File: config.mk
export PLATFORM = sky130hd
export DESIGN_NAME = systolic_seq_ctrl
export DESIGN_NICKNAME = d
export VERILOG_FILES = /design/src/rtl/systolic_seq_ctrl.sv
export SDC_FILE = /design/constraint.sdc
export NUM_CORES = 1
export LEC_CHECK = 0
export ABC_AREA = 1
export BUFFER_PORTS_ARGS = -buffer_cell sky130_fd_sc_hd__buf_2
export CAP_MARGIN = 20
export CORE_UTILIZATION = 27
export CTS_CLUSTER_SIZE = 25
export DETAILED_ROUTE_END_ITERATION = 7
export PLACE_DENSITY = 0.45
export SYNTH_ARGS = -nofsm -noshare
export SYNTH_HDL_FRONTEND = slang
export SYNTH_SLANG_ARGS = --single-unit
File: constraint.sdc
create_clock -name clk -period 2.95 [get_ports clk]
set_clock_uncertainty 0.2 [all_clocks]
set_input_delay 0.59 -clock clk [delete_from_list [all_inputs] [get_ports clk]]
set_output_delay 0.59 -clock clk [all_outputs]
set_load 0.05 [all_outputs]
File: src/rtl/systolic_seq_ctrl.sv
// systolic_seq_ctrl: sequences compute and write-back phases of the
// systolic datapath over a runtime-programmable number of matrix sets.
module systolic_seq_ctrl #(
    parameter int ARRAY_SIZE     = 8,
    parameter int NUM_BANKS      = 3,
    parameter int ALU_LATENCY    = 3*ARRAY_SIZE-1,
    parameter int CYCLE_BITS     = 9,
    parameter int MATRIX_BITS    = 6,
    parameter int ADDR_MAX       = 127,
    parameter int ADDR_WIDTH_MIN = 7,
    parameter int SETS_BITS      = 5,
    parameter int BANK_BITS      = 2
) (
    input  logic                      clk,
    input  logic                      srst,
    input  logic                      tpu_start,
    input  logic [SETS_BITS-1:0]      num_sets,
    input  logic                      abort,
    input  logic                      wr_ready,
    output logic                      busy,
    output logic                      alu_start,
    output logic [CYCLE_BITS-1:0]     cycle_num,
    output logic [ADDR_WIDTH_MIN-1:0] addr_serial_num,
    output logic [MATRIX_BITS-1:0]    matrix_index,
    output logic                      sram_write_enable,
    output logic [BANK_BITS-1:0]      data_set,
    output logic                      cfg_err,
    output logic                      tpu_done
);

    typedef enum logic [1:0] {IDLE, COMPUTE, WRITE, DONE} state_t;

    localparam logic [CYCLE_BITS-1:0]     CYC_LAST  = CYCLE_BITS'(ALU_LATENCY-1);
    localparam logic [CYCLE_BITS-1:0]     CYC_HOLD  = CYCLE_BITS'(ARRAY_SIZE);
    localparam logic [MATRIX_BITS-1:0]    ROW_LAST  = MATRIX_BITS'(2*ARRAY_SIZE-2);
    localparam logic [BANK_BITS-1:0]      BANK_LAST = BANK_BITS'(NUM_BANKS-1);
    localparam logic [ADDR_WIDTH_MIN-1:0] STEP      = ADDR_WIDTH_MIN'(ARRAY_SIZE);

    state_t                    state, state_d;
    logic [SETS_BITS-1:0]      set_q, set_d, last_q, last_d;
    logic [ADDR_WIDTH_MIN-1:0] base_q, base_d, addr_d;
    logic [CYCLE_BITS-1:0]     cyc_d;
    logic [MATRIX_BITS-1:0]    mi_d;
    logic [BANK_BITS-1:0]      bank_d;
    logic                      err_d;
    logic [31:0]               need;
    logic                      over;

    // Rows needed by the request; the last row must not pass ADDR_MAX.
    assign need = 32'(num_sets) * 32'(ARRAY_SIZE);
    assign over = need > 32'(ADDR_MAX + 1);

    // The writer accepts a row in the same cycle it raises wr_ready, so
    // the strobe is gated straight from it rather than delayed a cycle.
    assign sram_write_enable = (state == WRITE) && wr_ready;

    // Next-state and next-counter logic; abort overrides every transition.
    always_comb begin
        state_d = state;
        set_d   = set_q;
        last_d  = last_q;
        base_d  = base_q;
        cyc_d   = cycle_num;
        mi_d    = matrix_index;
        bank_d  = data_set;
        err_d   = 1'b0;
        addr_d  = '0;
        if (abort && state != IDLE) begin
            state_d = IDLE;
            set_d   = '0;
            last_d  = '0;
            base_d  = '0;
            cyc_d   = '0;
            mi_d    = '0;
            bank_d  = '0;
        end else begin
            unique case (state)
                IDLE: begin
                    if (tpu_start && !abort) begin
                        set_d  = '0;
                        last_d = num_sets - SETS_BITS'(1);
                        base_d = '0;
                        cyc_d  = '0;
                        mi_d   = '0;
                        bank_d = '0;
                        if (num_sets == '0) begin
                            state_d = DONE;
                        end else if (over) begin
                            state_d = DONE;
                            err_d   = 1'b1;
                        end else begin
                            state_d = COMPUTE;
                        end
                    end
                end
                COMPUTE: begin
                    if (cycle_num == CYC_LAST) begin
                        state_d = WRITE;
                        cyc_d   = '0;
                        mi_d    = '0;
                    end else begin
                        cyc_d = cycle_num + CYCLE_BITS'(1);
                    end
                end
                WRITE: begin
                    if (wr_ready) begin
                        if (matrix_index == ROW_LAST) begin
                            mi_d = '0;
                            if (set_q == last_q) begin
                                state_d = DONE;
                            end else begin
                                state_d = COMPUTE;
                                set_d   = set_q + SETS_BITS'(1);
                                base_d  = base_q + STEP;
                                cyc_d   = '0;
                                bank_d  = (data_set == BANK_LAST) ? '0
                                        : data_set + BANK_BITS'(1);
                            end
                        end else begin
                            mi_d = matrix_index + MATRIX_BITS'(1);
                        end
                    end
                end
                DONE: begin
                    state_d = IDLE;
                end
                default: begin
                    state_d = IDLE;
                end
            endcase
        end
        if (state_d == COMPUTE) begin
            addr_d = base_d + ((cyc_d < CYC_HOLD) ? ADDR_WIDTH_MIN'(cyc_d)
                                                  : STEP - ADDR_WIDTH_MIN'(1));
        end
    end

    // State, counters and registered outputs; srst clears everything.
    always_ff @(posedge clk) begin
        if (srst) begin
            state           <= IDLE;
            set_q           <= '0;
            last_q          <= '0;
            base_q          <= '0;
            cycle_num       <= '0;
            matrix_index    <= '0;
            data_set        <= '0;
            addr_serial_num <= '0;
            busy            <= 1'b0;
            alu_start       <= 1'b0;
            tpu_done        <= 1'b0;
            cfg_err         <= 1'b0;
        end else begin
            state           <= state_d;
            set_q           <= set_d;
            last_q          <= last_d;
            base_q          <= base_d;
            cycle_num       <= cyc_d;
            matrix_index    <= mi_d;
            data_set        <= bank_d;
            addr_serial_num <= addr_d;
            busy            <= state_d != IDLE;
            alu_start       <= state_d == COMPUTE;
            tpu_done        <= state_d == DONE;
            cfg_err         <= err_d;
        end
    end

endmodule

==> results by stage <==
Layout:
- Summing all flip-flop and latch instances after layout gives 961 sq um.
- The share of the core filled with cells is 40.0%.
- Counting the fill cells in the layout gives 1074.
- The area added between synthesis and finish is 43.9%.
- The area of the multi-input gates is 1620 sq um.
- Leaving out filler cells and counting taps, the final layout contains 650.
- The repair_antennas step left the layout with diodes totalling 0.
- The share of final-layout standard cells stronger than drive strength 1 is 36.6%.
- The total number of nets in the final design is 542.

STA:
- The final worst-path cycle share is 109%.
- Setup repair after global routing could not meet its margin everywhere.
- Timing would allow up to 312 MHz.
- Setup violations remaining at the end of the flow were counted as 4.
- The final hold violation count is 0.
- The final critical path time including I/O delays and setup is 3210 ps.
- The final count of pins violating max slew is 0.
- In the post-route analysis, the smallest setup slack over all paths is -260 ps.

Floorplan:
- The starting density of the core is 27.8%.
- The floorplan has 36 rows.
- In this run the vertical extent of the chip is 102 um.
- The full die area is 10500 sq um.
- The number of top-level design ports is 39.
- The standard cell core area is 9770 sq um.
- Measured along the x axis, the die boundary spans 102 um.

Setup path:
- Data on the critical path arrives at its endpoint at 3210 ps.
- The slowest stage of the critical path belongs to the cell sky130_fd_sc_hd__dfxtp_4.
- The critical path's largest stage delay is 360 ps.
- Data on the critical path is required at its endpoint by 2950 ps.
- By startpoint and endpoint, the worst setup path is classified as register to register.
- In this run the worst path has a maximum fanout of 6.
- The worst setup path is captured at a register.
- Traced cell by cell, the critical path runs through inv_4, ha_4, inv_2, nor2_4, nand3_2, nor2_4, nand2_4, nand3_2, nand3_2, nand2_1, nand2_1, nor2_2, nand3_1, ha_2, fa_2, nand2_2, inv_2, o21a_1, nor2_1, nor2_1, o21ai_1, nand2_1, a21oi_1, nor2_1.
- The buffers plus inverters on the worst setup path is 3.
- In this design, the largest share of critical-path delay is due to simple AND/OR/NAND/NOR gates.
- The kind of start point of the critical path is a register.

Power and ir drop:
- The largest voltage drop on the vdd net is 0.203 mV.
- The total power draw is 1.61 mW.
- The switching part of the total is 32.2%.
- The clock network fraction of design power is 31.2%.
- Power spread over the standard cell area amounts to 412 nW/um^2.
- Summed over all cells, the static leakage comes to 1.96 nW.
- Combinational cells account for 26.2% of the total power.
- The design internal power is 1.09 mW.
- Per report_power, the sequential group accounts for 42.6% of the total.
- The analysis attributes to net switching a power of 520 uW.

Clock tree:
- TritonCTS built the clock tree.
- After clock tree synthesis, the clock-pin slew on the worst setup and hold paths is 90 ps.
- The buffer cell driving the clock tree root is sky130_fd_sc_hd__clkbuf_8.
- The clock sink total is 47.
- For the worst-skew pair, the clock arrives at the later sink with an insertion delay of 300 ps.
- The H-tree depth is 2.
- The CTS buffer count is 5.
- In this run the deepest clock path goes through 2 buffers.

Logic synthesis:
- Counting flops with a built-in enable in the synthesized netlist gives 0.
- For this run, the leading register cell type out of synthesis is sky130_fd_sc_hd__dfxtp_1.
- After synthesis the netlist holds a flip-flop and latch count of 47.
- After synthesis, the share of flip-flops with an asynchronous set or reset is 0%.
- The mean cell area of the mapped netlist is 6.84 sq um.
- The post-synth design cell area is 2720 sq um.
- The number of different library cells used by synthesis comes to 40.
- Synthesis handed over a netlist of 397 instances.
- Sequential cells were found to cover 34.6% of the synthesized design area.
- During synthesis, Yosys emitted a total of 0 warnings.

Status:
- The final reports fail on negative setup slack.
- The flow ran to the end, but the final reports show violations.

Routing:
- The count of TritonRoute iterations in the first routing pass is 4.
- The final layout contains routed wiring with a total length of 7390 um.
- The detailed router finished its first iteration with 113 violations.
- The ratio of routed vias to standard cells is 4.37.
- The number of antenna-violating nets in the routed design is 0.
- The average detailed-routed wire length per instance is 11.4 um.
- The via total after detailed routing is 2838.
- For this run, design rule violations remaining after detail routing come to 0.

Placed design:
- The half-perimeter wire length of the detailed placement result is 5570 um.
- The worst slack at placement is -351 ps.
- Buffers placed on the I/O ports in this run total 38.
- Routability-driven placement finished with a final weighted congestion of 0.785.
- Counting tap cells, the placed design contains a total of 629 instances.

Min path:
- In this run the worst hold path is classified as register to register.

Global routing:
- The global-route wire length before repair is 12300 um.
- The via count of the first global-routing pass is 2636.
- After global routing the overflow that remains totals 0.
- Global routing used 15.0% of the available tracks across all layers.
- Entering global routing, the biggest net connects 15 pins.
- The initial antenna violation count is 0.

Flow run:
- The tool flagged a number of max-cap violations equal to 0.
## registers in the layout (all words and copies together), names as in the netlist
name and cells:
base_q 7, cfg_err 1, set_q 5, busy 1, addr_serial_num 7, alu_start 1
tpu_done 1, matrix_index 6, cycle_num 9, last_q 5, data_set 2, state 2
## layout by cell type, fill, tap and decap left out, types with 2 or more instances in the layout
cell / instances
sky130_fd_sc_hd__inv_1: 58
sky130_fd_sc_hd__o21ai_0: 18
sky130_fd_sc_hd__nand4_1: 4
sky130_fd_sc_hd__o21ai_1: 4
sky130_fd_sc_hd__xnor2_1: 2
sky130_fd_sc_hd__nor2_4: 4
sky130_fd_sc_hd__buf_6: 4
sky130_fd_sc_hd__buf_2: 38
sky130_fd_sc_hd__nor2_2: 5
sky130_fd_sc_hd__nor3_1: 11
sky130_fd_sc_hd__a211oi_1: 2
sky130_fd_sc_hd__nand3_1: 24
sky130_fd_sc_hd__nand3_2: 9
sky130_fd_sc_hd__a21oi_2: 2
sky130_fd_sc_hd__dfxtp_1: 35
sky130_fd_sc_hd__ha_1: 12
sky130_fd_sc_hd__conb_1: 3
sky130_fd_sc_hd__nand2_2: 5
sky130_fd_sc_hd__nor3_2: 4
sky130_fd_sc_hd__buf_4: 73
sky130_fd_sc_hd__clkbuf_8: 6
sky130_fd_sc_hd__nand2_1: 79
sky130_fd_sc_hd__inv_2: 9
sky130_fd_sc_hd__dfxtp_2: 10
sky130_fd_sc_hd__nor2_1: 37
sky130_fd_sc_hd__clkinv_1: 2
sky130_fd_sc_hd__o21ai_2: 2
sky130_fd_sc_hd__nand2_4: 7
sky130_fd_sc_hd__a21oi_1: 24
sky130_fd_sc_hd__ha_4: 2
sky130_fd_sc_hd__dfxtp_4: 2
sky130_fd_sc_hd__xor2_1: 4
## worst reg2reg max path: stages, from the launching register on
cell,delay [ps]
sky130_fd_sc_hd__dfxtp_4,360
sky130_fd_sc_hd__inv_4,60
sky130_fd_sc_hd__ha_4,120
sky130_fd_sc_hd__inv_2,40
sky130_fd_sc_hd__nor2_4,100
sky130_fd_sc_hd__nand3_2,100
sky130_fd_sc_hd__nor2_4,120
sky130_fd_sc_hd__nand2_4,110
sky130_fd_sc_hd__nand3_2,90
sky130_fd_sc_hd__nand3_2,80
sky130_fd_sc_hd__nand2_1,90
sky130_fd_sc_hd__nand2_1,70
sky130_fd_sc_hd__nor2_2,160
sky130_fd_sc_hd__nand3_1,100
sky130_fd_sc_hd__ha_2,200
sky130_fd_sc_hd__fa_2,350
sky130_fd_sc_hd__nand2_2,70
sky130_fd_sc_hd__inv_2,30
sky130_fd_sc_hd__o21a_1,170
sky130_fd_sc_hd__nor2_1,80
sky130_fd_sc_hd__nor2_1,60
sky130_fd_sc_hd__o21ai_1,120
sky130_fd_sc_hd__nand2_1,80
sky130_fd_sc_hd__a21oi_1,110
sky130_fd_sc_hd__nor2_1,60
## Yosys cell counts, types with 2 or more instances
| master | n | share of area, % |
|---|---|---|
| sky130_fd_sc_hd__a211oi_1 | 2 | 0.55 |
| sky130_fd_sc_hd__a21oi_1 | 24 | 4.4 |
| sky130_fd_sc_hd__a21oi_2 | 2 | 0.64 |
| sky130_fd_sc_hd__buf_2 | 2 | 0.37 |
| sky130_fd_sc_hd__clkbuf_1 | 2 | 0.28 |
| sky130_fd_sc_hd__clkinv_1 | 2 | 0.28 |
| sky130_fd_sc_hd__dfxtp_1 | 47 | 35 |
| sky130_fd_sc_hd__ha_1 | 15 | 6.9 |
| sky130_fd_sc_hd__inv_1 | 61 | 8.4 |
| sky130_fd_sc_hd__inv_2 | 7 | 0.97 |
| sky130_fd_sc_hd__nand2_1 | 84 | 12 |
| sky130_fd_sc_hd__nand2_2 | 2 | 0.46 |
| sky130_fd_sc_hd__nand2_4 | 5 | 2.1 |
| sky130_fd_sc_hd__nand3_1 | 32 | 5.9 |
| sky130_fd_sc_hd__nand4_1 | 4 | 0.92 |
| sky130_fd_sc_hd__nor2_1 | 40 | 5.5 |
| sky130_fd_sc_hd__nor2_2 | 3 | 0.69 |
| sky130_fd_sc_hd__nor2_4 | 3 | 1.2 |
| sky130_fd_sc_hd__nor3_1 | 14 | 2.6 |
| sky130_fd_sc_hd__o21ai_0 | 19 | 3.5 |
| sky130_fd_sc_hd__o21ai_1 | 3 | 0.55 |
| sky130_fd_sc_hd__o21ai_2 | 2 | 0.64 |
| sky130_fd_sc_hd__xnor2_1 | 2 | 0.64 |
| sky130_fd_sc_hd__xor2_1 | 4 | 1.3 |
## stage by stage
stage                     setup TNS [ps]  hold slack (ps)  cell area [sq um]
after floorplan                     -213              217               2770
after global placement              -611              234               3580
after detailed placement            -725              240               3580
after CTS                           -412              254               3830
after global routing               -1450              272               3910
final                               -589              246               3910
## timing repair
item,in CTS,in global routing
hold buffers,0,0
buffers inserted,22,6
endpoints found under the setup margin,3,5
endpoints found under the hold margin,0,0
gates resized for setup,18,10
pin swaps,11,4
## final timing paths
path | startpoint | endpoint | slack, ps | cells after the start
max reg2reg | matrix_index[0] | addr_serial_num[6] | -260 | 24
max | matrix_index[0] | addr_serial_num[6] | -260 | 24
min | base_q[1] | base_q[1] | 250 | 2
min reg2reg | base_q[1] | base_q[1] | 250 | 2
## layout make-up
| class | instances | area share [%] |
|---|---|---|
| Clock inverter | 2 | 0.896 |
| Inverter | 70 | 6.79 |
| Multi-Input combinational cell | 277 | 41.3 |
| Tap cell | 133 | 4.26 |
| Clock buffer | 6 | 2.11 |
| Sequential cell | 47 | 24.6 |
| Timing Repair Buffer | 115 | 20.0 |
## kinds of logic (layout without fill, tap and decap cells)
| family | Yosys count | count (layout) | synth area share, % |
|---|---|---|---|
| and+or+nand+nor | 196 | 196 | 33.7 |
| other | 1 | 3 | 0.138 |
| AOI/OAI and AO/OA | 56 | 56 | 11.4 |
| buffers and inverters | 75 | 193 | 10.6 |
| xor gates and xnor gates | 6 | 6 | 1.93 |
| adders and majority gates | 16 | 16 | 7.65 |
| DFF | 47 | 47 | 34.6 |
## routing by layer
layer | wire, um | global-route usage [%]
met1 | 3640 | 20.0
met2 | 3430 | 25.3
met3 | 237 | 2.26
met4 | 79 | 3.96
met5 | 0 | 0
## power by group through the flow
stage               clock, mW  combinational (mW)  sequential (mW)
floorplan                   0               0.215            0.753
global placement            0               0.412            0.701
detailed placement          0               0.413            0.701
CTS                     0.527               0.422            0.687
global route            0.548               0.475            0.691
finish                  0.503               0.422            0.686
No activity file was read; power rests on OpenSTA's default activity.
